### config.mk
export PLATFORM = sky130hd
export DESIGN_NAME = ti_packet_decoder
export DESIGN_NICKNAME = d
export VERILOG_FILES = /design/src/rtl/ti_packet_decoder.sv
export SDC_FILE = /design/constraint.sdc
export NUM_CORES = 1
export LEC_CHECK = 0
export ABC_CLOCK_PERIOD_IN_PS = 4800
export CAP_MARGIN = 40
export CELL_PAD_IN_SITES_DETAIL_PLACEMENT = 0
export CELL_PAD_IN_SITES_GLOBAL_PLACEMENT = 1
export CORE_ASPECT_RATIO = 0.8
export CORE_MARGIN = 1.5
export CORE_UTILIZATION = 38
export DETAILED_ROUTE_END_ITERATION = 16
export GPL_ROUTABILITY_DRIVEN = 0
export PLACE_DENSITY_LB_ADDON = 0.1
export RECOVER_POWER = 100
export SYNTH_ARGS = -nofsm -noshare
export SYNTH_HDL_FRONTEND = slang
export SYNTH_SLANG_ARGS = --single-unit
### constraint.sdc
create_clock -name clk_i -period 4.8 [get_ports clk_i]
set_clock_uncertainty 0.15 [all_clocks]
set_input_delay 0.96 -clock clk_i [delete_from_list [all_inputs] [get_ports clk_i]]
set_output_delay 0.96 -clock clk_i [all_outputs]
set_load 0.01 [all_outputs]
### src/rtl/ti_packet_decoder.sv
// ti_packet_decoder: receive-side Hermes flit parser for the task injector NoC port.
// Optional mid-packet idle watchdog is enabled by defining TI_RX_WATCHDOG_EN.
module ti_packet_decoder #(
  parameter int FLIT_SIZE  = 32,
  parameter int SIZE_WIDTH = 16,
  parameter int TIMEOUT    = 1024
) (
  input  logic                  clk_i,
  input  logic                  rst_i,
  input  logic                  rx_i,
  input  logic [FLIT_SIZE-1:0]  data_i,
  output logic                  credit_o,
  output logic                  desc_valid_o,
  input  logic                  desc_ack_i,
  output logic [FLIT_SIZE-1:0]  hdr_o,
  output logic [7:0]            service_o,
  output logic                  delivery_o,
  output logic [SIZE_WIDTH-1:0] body_len_o,
  output logic                  pl_valid_o,
  input  logic                  pl_ready_i,
  output logic [FLIT_SIZE-1:0]  pl_data_o,
  output logic                  pl_last_o,
  output logic                  err_o
);

  typedef enum logic [2:0] {
    HEADER  = 3'd0,
    SIZE    = 3'd1,
    SERVICE = 3'd2,
    INNER   = 3'd3,
    DESC    = 3'd4,
    PAYLOAD = 3'd5,
    DROP    = 3'd6
  } state_t;

  localparam logic [SIZE_WIDTH-1:0] CNT_ZERO     = SIZE_WIDTH'(0);
  localparam logic [SIZE_WIDTH-1:0] CNT_ONE      = SIZE_WIDTH'(1);
  localparam logic [SIZE_WIDTH-1:0] CNT_TWO      = SIZE_WIDTH'(2);
  localparam logic [7:0]            SVC_DELIVERY = 8'h43;

  // The watchdog compare needs at least one idle cycle of headroom.
  if (TIMEOUT < 1) begin : g_timeout_check
    $error("ti_packet_decoder: TIMEOUT must be at least 1");
  end

  function automatic logic is_raw_service(input logic [7:0] code);
    case (code)
      8'h40, 8'h41, 8'h42, 8'h43, 8'h51: is_raw_service = 1'b1;
      default:                           is_raw_service = 1'b0;
    endcase
  endfunction

  function automatic logic is_inner_service(input logic [7:0] code);
    case (code)
      8'h00, 8'h01, 8'h02, 8'h06, 8'h10: is_inner_service = 1'b1;
      default:                           is_inner_service = 1'b0;
    endcase
  endfunction

  state_t                  state_r, state_n;
  logic [SIZE_WIDTH-1:0]   cnt_r, cnt_n;
  logic [FLIT_SIZE-1:0]    hdr_r, hdr_n;
  logic [7:0]              service_r, service_n;
  logic                    delivery_r, delivery_n;
  logic [SIZE_WIDTH-1:0]   len_r, len_n;
  logic                    desc_valid_r, desc_valid_n;
  logic                    err_r, err_n;
  logic                    pl_valid_r, pl_valid_n;
  logic [FLIT_SIZE-1:0]    pl_data_r, pl_data_n;
  logic                    pl_last_r, pl_last_n;

  logic                    credit_s;
  logic                    acc_s;
  logic [7:0]              code_s;
  logic [SIZE_WIDTH-1:0]   size_s;

  assign acc_s  = rx_i && credit_s;
  assign code_s = data_i[7:0];
  assign size_s = data_i[SIZE_WIDTH-1:0];

  // Flow control: held low in reset and while a descriptor waits for its ack.
  always_comb begin
    credit_s = 1'b0;
    if (rst_i) begin
      credit_s = 1'b0;
    end else begin
      case (state_r)
        HEADER, SIZE, SERVICE, INNER, DROP: credit_s = 1'b1;
        PAYLOAD:                            credit_s = !pl_valid_r || pl_ready_i;
        DESC:                               credit_s = 1'b0;
        default:                            credit_s = 1'b0;
      endcase
    end
  end

`ifdef TI_RX_WATCHDOG_EN
  localparam int WD_W = $clog2(TIMEOUT + 1);

  logic [WD_W-1:0] idle_r, idle_n;
  logic            wd_timeout_s;
  logic            wd_armed_s;

  // Idle counter: only runs while mid-packet and able to accept, holds across consumer stalls.
  always_comb begin
    idle_n       = idle_r;
    wd_timeout_s = 1'b0;
    case (state_r)
      SIZE, SERVICE, INNER, PAYLOAD, DROP: wd_armed_s = 1'b1;
      default:                             wd_armed_s = 1'b0;
    endcase
    if (!wd_armed_s || acc_s) begin
      idle_n = {WD_W{1'b0}};
    end else if (credit_s && !rx_i) begin
      if (idle_r == WD_W'(TIMEOUT - 1)) begin
        wd_timeout_s = 1'b1;
        idle_n       = {WD_W{1'b0}};
      end else begin
        idle_n = idle_r + WD_W'(1);
      end
    end else begin
      idle_n = idle_r;
    end
  end

  // Idle counter register.
  always_ff @(posedge clk_i) begin
    if (rst_i) begin
      idle_r <= {WD_W{1'b0}};
    end else begin
      idle_r <= idle_n;
    end
  end
`endif

  // Next-state and next-output logic for the packet parser.
  always_comb begin
    state_n      = state_r;
    cnt_n        = cnt_r;
    hdr_n        = hdr_r;
    service_n    = service_r;
    delivery_n   = delivery_r;
    len_n        = len_r;
    desc_valid_n = desc_valid_r;
    err_n        = 1'b0;
    pl_valid_n   = pl_valid_r;
    pl_data_n    = pl_data_r;
    pl_last_n    = pl_last_r;

    // The held body flit drains in any state, so the next header can overlap it.
    if (pl_valid_r && pl_ready_i) begin
      pl_valid_n = 1'b0;
      pl_last_n  = 1'b0;
    end else begin
      pl_valid_n = pl_valid_r;
    end

    case (state_r)
      HEADER: begin
        if (acc_s) begin
          hdr_n   = data_i;
          state_n = SIZE;
        end else begin
          state_n = HEADER;
        end
      end
      SIZE: begin
        if (!acc_s) begin
          state_n = SIZE;
        end else if (size_s == CNT_ZERO) begin
          err_n   = 1'b1;
          state_n = HEADER;
        end else begin
          cnt_n   = size_s;
          state_n = SERVICE;
        end
      end
      SERVICE: begin
        if (!acc_s) begin
          state_n = SERVICE;
        end else if (!is_raw_service(code_s)) begin
          err_n = 1'b1;
          if (cnt_r == CNT_ONE) begin
            state_n = HEADER;
          end else begin
            cnt_n   = cnt_r - CNT_ONE;
            state_n = DROP;
          end
        end else if (code_s == SVC_DELIVERY) begin
          if (cnt_r < CNT_TWO) begin
            err_n   = 1'b1;
            state_n = HEADER;
          end else begin
            cnt_n   = cnt_r - CNT_ONE;
            state_n = INNER;
          end
        end else begin
          service_n    = code_s;
          delivery_n   = 1'b0;
          len_n        = cnt_r - CNT_ONE;
          cnt_n        = cnt_r - CNT_ONE;
          desc_valid_n = 1'b1;
          state_n      = DESC;
        end
      end
      INNER: begin
        if (!acc_s) begin
          state_n = INNER;
        end else if (!is_inner_service(code_s)) begin
          err_n = 1'b1;
          if (cnt_r == CNT_ONE) begin
            state_n = HEADER;
          end else begin
            cnt_n   = cnt_r - CNT_ONE;
            state_n = DROP;
          end
        end else begin
          service_n    = code_s;
          delivery_n   = 1'b1;
          len_n        = cnt_r - CNT_ONE;
          cnt_n        = cnt_r - CNT_ONE;
          desc_valid_n = 1'b1;
          state_n      = DESC;
        end
      end
      DESC: begin
        if (desc_ack_i) begin
          desc_valid_n = 1'b0;
          state_n      = (len_r != CNT_ZERO) ? PAYLOAD : HEADER;
        end else begin
          state_n = DESC;
        end
      end
      PAYLOAD: begin
        if (acc_s) begin
          pl_valid_n = 1'b1;
          pl_data_n  = data_i;
          pl_last_n  = (cnt_r == CNT_ONE);
          cnt_n      = cnt_r - CNT_ONE;
          state_n    = (cnt_r == CNT_ONE) ? HEADER : PAYLOAD;
        end else begin
          state_n = PAYLOAD;
        end
      end
      DROP: begin
        if (acc_s) begin
          cnt_n   = cnt_r - CNT_ONE;
          state_n = (cnt_r == CNT_ONE) ? HEADER : DROP;
        end else begin
          state_n = DROP;
        end
      end
      default: begin
        state_n = HEADER;
      end
    endcase

`ifdef TI_RX_WATCHDOG_EN
    if (wd_timeout_s) begin
      err_n      = 1'b1;
      pl_valid_n = 1'b0;
      pl_last_n  = 1'b0;
      state_n    = HEADER;
    end else begin
      err_n = err_n;
    end
`endif
  end

  // State and output registers.
  always_ff @(posedge clk_i) begin
    if (rst_i) begin
      state_r      <= HEADER;
      cnt_r        <= CNT_ZERO;
      hdr_r        <= {FLIT_SIZE{1'b0}};
      service_r    <= 8'h00;
      delivery_r   <= 1'b0;
      len_r        <= CNT_ZERO;
      desc_valid_r <= 1'b0;
      err_r        <= 1'b0;
      pl_valid_r   <= 1'b0;
      pl_data_r    <= {FLIT_SIZE{1'b0}};
      pl_last_r    <= 1'b0;
    end else begin
      state_r      <= state_n;
      cnt_r        <= cnt_n;
      hdr_r        <= hdr_n;
      service_r    <= service_n;
      delivery_r   <= delivery_n;
      len_r        <= len_n;
      desc_valid_r <= desc_valid_n;
      err_r        <= err_n;
      pl_valid_r   <= pl_valid_n;
      pl_data_r    <= pl_data_n;
      pl_last_r    <= pl_last_n;
    end
  end

  assign credit_o     = credit_s;
  assign desc_valid_o = desc_valid_r;
  assign hdr_o        = hdr_r;
  assign service_o    = service_r;
  assign delivery_o   = delivery_r;
  assign body_len_o   = len_r;
  assign pl_valid_o   = pl_valid_r;
  assign pl_data_o    = pl_data_r;
  assign pl_last_o    = pl_last_r;
  assign err_o        = err_r;

endmodule

==> insert_results.sql, run 1 <==
INSERT INTO impl_metrics (metric_group, metric, value, unit) VALUES
('power_and_ir_drop', 'pwr-share-clk', '0.285', ''),
('logic_synthesis', 'netlist.area_leader.share', '0.452', ''),
('clocking', 'ctsRootBufferMaster', 'sky130_fd_sc_hd__clkbuf_16', ''),
('clocking', 'clk_path_buf_depth', '2', ''),
('detailed_routing', 'detail_route.vias_per_cell', '5.24', ''),
('placement', 'dp_worst_setup_slack', '0.827', 'ns'),
('clocking', 'cts-buffers-inserted', '9', ''),
('clocking', 'numClockSinks', '112', ''),
('logic_synthesis', 'post_synth_main_area_contributors', 'sky130_fd_sc_hd__dfxtp_1 45%, sky130_fd_sc_hd__nand2_1 11%, sky130_fd_sc_hd__a21oi_1 8.0%', ''),
('job', 'cap_violations', '1', ''),
('timing', 'fin_crit_sh', '0.868', ''),
('placement', 'dp.final_hpwl', '10.6', 'mm'),
('detailed_routing', 'detail-route-antenna-nets', '0', ''),
('detailed_routing', 'detail_route.iter0.violations', '297', ''),
('timing', 'slew_headroom', '-0.0272', ''),
('logic_synthesis', 'synth_ff_type', 'sky130_fd_sc_hd__dfxtp_1', ''),
('timing', 'tightest_slew', '1.54', 'ns'),
('timing', 'final-max-slew-violation-count', '33', ''),
('critical_path', 'cp_data_required_time', '3.69', 'ns'),
('floorplanning', 'fp.dieW', '131', 'um'),
('timing', 'min_period', '4.17', 'ns'),
('detailed_routing', 'drt-total-wl', '15.0', 'mm'),
('power_and_ir_drop', 'share_seq_of_total_power', '0.384', ''),
('logic_synthesis', 'asyncSetResetFlopFracSynth', '0', ''),
('hold_path', 'hold_path_class', 'reg -> reg', ''),
('critical_path', 'critical_path_class', 'in -> out', ''),
('grt', 'grt_pass1_vias', '4347', ''),
('timing', 'fmaxAchievable', '0.240', 'GHz'),
('clocking', 'insertion_delay', '0.35', 'ns'),
('power_and_ir_drop', 'share_comb_of_total_power', '0.331', ''),
('timing', 'finalWorstSetupSlack', '0.634', 'ns'),
('logic_synthesis', 'synthesis.area', '4960', 'um2'),
('clocking', 'post_cts_resize_count', '0', ''),
('logic_synthesis', 'postSynthRegisterBits', '112', ''),
('finish', 'area.growth.synth_to_final', '33.8', '%'),
('status', 'outcome', 'finished, violations left', ''),
('timing', 'tns', '0', 'ns'),
('critical_path', 'end_kind', 'primary output', ''),
('floorplanning', 'fp.dieArea', '13700', 'um2'),
('critical_path', 'timing.critical_path.from_type', 'input pin', ''),
('logic_synthesis', 'synthesis.instances', '609', ''),
('status', 'violations', 'max-capacitance violations, max-slew violations', ''),
('grt', 'final_global_route_overflow_total', '0', ''),
('power_and_ir_drop', 'p_per_area', '427', 'nW/um2'),
('clocking', 'htree_num_levels', '3', ''),
('logic_synthesis', 'synth-edff-count', '0', ''),
('logic_synthesis', 'commonest_cells_in_the_netlist', '140 x sky130_fd_sc_hd__nand2_1, 112 x sky130_fd_sc_hd__dfxtp_1, 79 x sky130_fd_sc_hd__a21oi_1', ''),
('critical_path', 'cp.arrival', '3.06', 'ns'),
('clocking', 'cts-hold-fix-buffers', '0', ''),
('clocking', 'cts_post_setup_buffers_inserted', '0', ''),
('detailed_routing', 'routed_wire_length_per_instance', '16.8', 'um'),
('detailed_routing', 'drc', '0', ''),
('finish', 'nets', '752', ''),
('timing', 'rsz0062_at_grt', 'no', ''),
('logic_synthesis', 'yosysWarnings', '0', ''),
('logic_synthesis', 'netlist-cell-type-count', '64', ''),
('timing', 'timing.final.setup_violations', '0', ''),
('floorplanning', 'initial_core_util', '0.388', ''),
('power_and_ir_drop', 'p_leak', '2.58', 'nW'),
('power_and_ir_drop', 'switching_power', '0.996', 'mW'),
('detailed_routing', 'detailroute.via_count', '4678', ''),
('clocking', 'clkSlewWorstSetupHoldPaths', '0.07', 'ns'),
('critical_path', 'cp_max_fo', '5', ''),
('clocking', 'cts_tree', 'built', ''),
('power_and_ir_drop', 'power.switching_fraction', '0.352', ''),
('floorplanning', 'ioPinCount', '131', ''),
('grt', 'gr-usage-all-layers', '0.219', ''),
('logic_synthesis', 'post_synth.cell_area_avg', '8.14', 'um2'),
('floorplanning', 'fp-row-count', '37', ''),
('logic_synthesis', 'synth.largest_area_cell', 'sky130_fd_sc_hd__dfxtp_1', ''),
('grt', 'wire_length_of_the_first_global_routing_pass', '23.3', 'mm');
[flip-flops by register name, summed over array words and instances (netlist names)]
name and flops:
state_r 3, pl_last_o 1, pl_data_o 32, desc_valid_o 1
service_o 8, hdr_o 32, pl_valid_o 1, err_o 1
body_len_o 16, delivery_o 1, cnt_r 16
[path summary, 6_finish.rpt]
path / startpoint / end / slack (ns) / depth (start not counted)
max: pl_ready_i / credit_o / 0.63 / 5
min: pl_data_o[19] / pl_data_o[19] / 0.30 / 2
max reg2reg: state_r[1] / cnt_r[8] / 1.40 / 7
min reg2reg: pl_data_o[19] / pl_data_o[19] / 0.30 / 2
[cells in the final DEF, fill, tap and decap left out, types with 8 or more instances in the layout]
master and count:
sky130_fd_sc_hd__inv_1 8, sky130_fd_sc_hd__nor3_1 13, sky130_fd_sc_hd__nand2_1 141, sky130_fd_sc_hd__mux2i_1 11
sky130_fd_sc_hd__nor2_1 44, sky130_fd_sc_hd__a21oi_1 79, sky130_fd_sc_hd__nand2b_1 8, sky130_fd_sc_hd__buf_4 10
sky130_fd_sc_hd__dlygate4sd3_1 96, sky130_fd_sc_hd__nor2b_1 9, sky130_fd_sc_hd__a211oi_1 14, sky130_fd_sc_hd__nor4_1 10
sky130_fd_sc_hd__clkbuf_16 9, sky130_fd_sc_hd__clkdlybuf4s50_1 33, sky130_fd_sc_hd__xnor2_1 8, sky130_fd_sc_hd__dfxtp_1 112
[final cells by class]
class	count	area, um2
Clock buffer	11	243
Clock inverter	5	78.8
Fill cell	1212	6150
Inverter	8	30.0
Multi-Input combinational cell	440	2440
Sequential cell	112	2240
Tap cell	175	219
Timing Repair Buffer	142	1380
[routing by layer]
metal  track usage  part of all wire  vias up
met2         0.337              0.45      160
met5             0                 0        -
met4        0.0573             0.014        0
li1              -                 -     2318
met3        0.0558             0.074       14
met1         0.305              0.46     2186
[kinds of logic after synthesis]
logic type	after synthesis	share of synthesized area
AOI/OAI and AO/OA	148	0.193
xor gates and xnor gates	14	0.0247
adders and majority gates	2	0.00505
buffers and inverters	57	0.0517
DFF	112	0.452
muxes	14	0.0290
and+or+nand+nor	262	0.245
[power by group through the flow]
stage                     logic (mW)  clock network, mW  registers [mW]
after floorplan                0.602                  0            1.09
after detailed placement       0.951                  0            1.11
final                          0.938              0.808            1.09
after global routing            1.01              0.867            1.10
after CTS                      0.955              0.826            1.09
after global placement         0.945                  0            1.11
[worst max-delay path: stages]
cell                            delay (ns)
sky130_fd_sc_hd__dlygate4sd3_1        0.55
sky130_fd_sc_hd__nand2b_1             0.17
sky130_fd_sc_hd__a211oi_1             0.63
sky130_fd_sc_hd__nor2_1               0.11
sky130_fd_sc_hd__dlygate4sd3_1        0.64
[metrics by stage]
stage	instances	instance area [um2]	hold slack, ns
floorplan	609	4960	0.331
global placement	877	6360	0.291
detailed placement	877	6360	0.296
CTS	893	6680	0.306
global route	893	6630	0.319
finish	893	6630	0.302
Note: power is estimated with default switching activity, not from simulation.
==> run 2, diff against run 1 <==
Settings changed: ABC_CLOCK_PERIOD_IN_PS 4800 to 4700, CORE_UTILIZATION 38 to 35, SETUP_SLACK_MARGIN set to 0.5.
Clock period 4.8 ns to 4.7 ns, I/O delays scaled along.
==> run 2 against run 1 <==
Against the previous run:
- critical path type unchanged
- first-iteration DRC count shrank 0.34%
- power shrank 1.5%
- sequential power is essentially flat
- die area grew 8.3%
- via count grew 1.3%
- utilization shrank 3.6 points
- global-route usage shrank 0.73 points
- routed wire length grew 3.5%
- sequential share of layout area grew 0.11 points
- register-to-register slack gained 0.02 ns
- critical path depth is the same
- the run now ends clean
- worst setup slack gained 0.027 ns
==> insert_results.sql, run 2 (synthesis gave the netlist of run 1 again) <==
INSERT INTO impl_metrics (metric_group, metric, value, unit) VALUES
('clocking', 'insertion_delay', '0.35', 'ns'),
('floorplanning', 'initial_core_util', '0.362', ''),
('power_and_ir_drop', 'p_leak', '2.57', 'nW'),
('placement', 'dp.final_hpwl', '11.0', 'mm'),
('floorplanning', 'fp-row-count', '38', ''),
('finish', 'antennaDiodeCount', '0', ''),
('floorplanning', 'die_y', '109', 'um'),
('timing', 'min_period', '4.04', 'ns'),
('grt', 'wire_length_of_the_first_global_routing_pass', '23.9', 'mm'),
('clocking', 'htree_num_levels', '3', ''),
('finish', 'layout.cells.most_common_list', '141 x sky130_fd_sc_hd__nand2_1, 112 x sky130_fd_sc_hd__dfxtp_1, 97 x sky130_fd_sc_hd__dlygate4sd3_1', ''),
('clocking', 'cts_post_setup_buffers_inserted', '0', ''),
('finish', 'layout-drive-gt1-share', '0.0515', ''),
('status', 'outcome', 'completed', ''),
('critical_path', 'critical_path_class', 'in -> out', ''),
('detailed_routing', 'detail_route.vias_per_cell', '5.27', ''),
('floorplanning', 'ioPinCount', '131', ''),
('placement', 'dp_worst_setup_slack', '0.723', 'ns'),
('finish', 'layout_commonest_cell', 'sky130_fd_sc_hd__nand2_1', ''),
('finish', 'nets', '756', ''),
('timing', 'slew_headroom', '0.114', ''),
('clocking', 'cts-buffers-inserted', '9', ''),
('critical_path', 'cp.arrival', '2.95', 'ns'),
('timing', 'tns', '0', 'ns'),
('timing', 'final-max-slew-violation-count', '0', ''),
('grt', 'grt_pass1_vias', '4310', ''),
('critical_path', 'cp_max_fo', '5', ''),
('clocking', 'numClockSinks', '112', ''),
('detailed_routing', 'first_pass_iters', '5', ''),
('power_and_ir_drop', 'finalPower', '2.79', 'mW'),
('timing', 'finalWorstSetupSlack', '0.661', 'ns'),
('detailed_routing', 'detailroute.via_count', '4739', ''),
('power_and_ir_drop', 'p_per_area', '422', 'nW/um2'),
('job', 'cap_violations', '0', ''),
('timing', 'timing.final.setup_violations', '0', ''),
('hold_path', 'hold_path_class', 'reg -> reg', ''),
('clocking', 'cts-hold-fix-buffers', '0', ''),
('critical_path', 'cp_data_required_time', '3.61', 'ns'),
('floorplanning', 'fp.dieArea', '14900', 'um2'),
('timing', 'tightest_slew', '1.32', 'ns'),
('detailed_routing', 'drt-total-wl', '15.6', 'mm'),
('timing', 'rsz0062_at_grt', 'no', ''),
('placement', 'port-buffer-count', '130', ''),
('grt', 'final_global_route_overflow_total', '0', ''),
('grt', 'grt_max_degree', '62', ''),
('finish', 'postLayoutCoreUtil', '0.483', ''),
('detailed_routing', 'detail_route.iter0.violations', '296', ''),
('finish', 'area_taken_by_multi_input_logic_gates', '2440', 'um2'),
('timing', 'timing.final.hold_violations', '0', ''),
('clocking', 'post_cts_resize_count', '0', ''),
('critical_path', 'end_kind', 'primary output', ''),
('finish', 'filler_cell_count', '1353', ''),
('floorplanning', 'floorplan.core_area', '13700', 'um2'),
('finish', 'register_area', '2240', 'um2'),
('grt', 'gr-usage-all-layers', '0.212', ''),
('finish', 'area.growth.synth_to_final', '33.3', '%'),
('floorplanning', 'fp.dieW', '136', 'um'),
('clocking', 'clkSlewWorstSetupHoldPaths', '0.07', 'ns'),
('detailed_routing', 'routed_wire_length_per_instance', '17.3', 'um'),
('clocking', 'cts_tree', 'built', ''),
('clocking', 'clk_path_buf_depth', '2', ''),
('timing', 'fin_crit_sh', '0.859', ''),
('grt', 'grt_antenna_before_repair', '0', ''),
('detailed_routing', 'drc', '0', ''),
('clocking', 'ctsRootBufferMaster', 'sky130_fd_sc_hd__clkbuf_16', ''),
('critical_path', 'timing.critical_path.from_type', 'input pin', ''),
('power_and_ir_drop', 'vdd_ir_drop_max', '0.000200', 'V'),
('timing', 'fmaxAchievable', '0.248', 'GHz'),
('detailed_routing', 'detail-route-antenna-nets', '0', '');
-- run 2: final timing paths --
path	slack, ns	cells past startpoint	end	startpoint
setup / recovery	0.66	5	credit_o	pl_ready_i
hold / removal	0.30	2	hdr_o[31]	hdr_o[31]
setup reg to reg	1.42	6	pl_last_o	state_r[0]
hold reg to reg	0.30	2	hdr_o[31]	hdr_o[31]
-- run 2: routing by layer --
| metal | wire (um) | vias up | track usage | part of all wire |
|---|---|---|---|---|
| met5 | 0 | - | 0 | 0 |
| met1 | 7340 | 2221 | 0.295 | 0.47 |
| met3 | 1330 | 23 | 0.0696 | 0.086 |
| met4 | 275 | 0 | 0.0676 | 0.018 |
| met2 | 6610 | 169 | 0.308 | 0.43 |
| li1 | - | 2326 | - | - |
-- run 2: cell type report --
| cell class | count | area share |
|---|---|---|
| Sequential cell | 112 | 0.339 |
| Inverter | 8 | 0.00454 |
| Tap cell | 180 | 0.0341 |
| Clock inverter | 3 | 0.00322 |
| Clock buffer | 10 | 0.0362 |
| Timing Repair Buffer | 146 | 0.214 |
| Multi-Input combinational cell | 440 | 0.369 |
-- run 2: through the flow --
stage	hold WS [ns]	cell area, um2	cells
after detailed placement	0.296	6410	885
after global routing	0.319	6610	899
after floorplan	0.331	4960	609
after CTS	0.306	6670	898
final	0.301	6610	899
after global placement	0.292	6390	884
-- run 2: critical path, stage by stage --
cell and delay, ns:
sky130_fd_sc_hd__dlygate4sd3_1 0.56, sky130_fd_sc_hd__nand2b_1 0.17, sky130_fd_sc_hd__a211oi_1 0.56, sky130_fd_sc_hd__nor2_1 0.08, sky130_fd_sc_hd__dlygate4sd3_1 0.63
-- run 2: power breakdown --
group	internal (mW)	switching, mW
clock network	0.366	0.344
registers	1.02	0.0850
logic	0.372	0.600
total	1.76	1.03
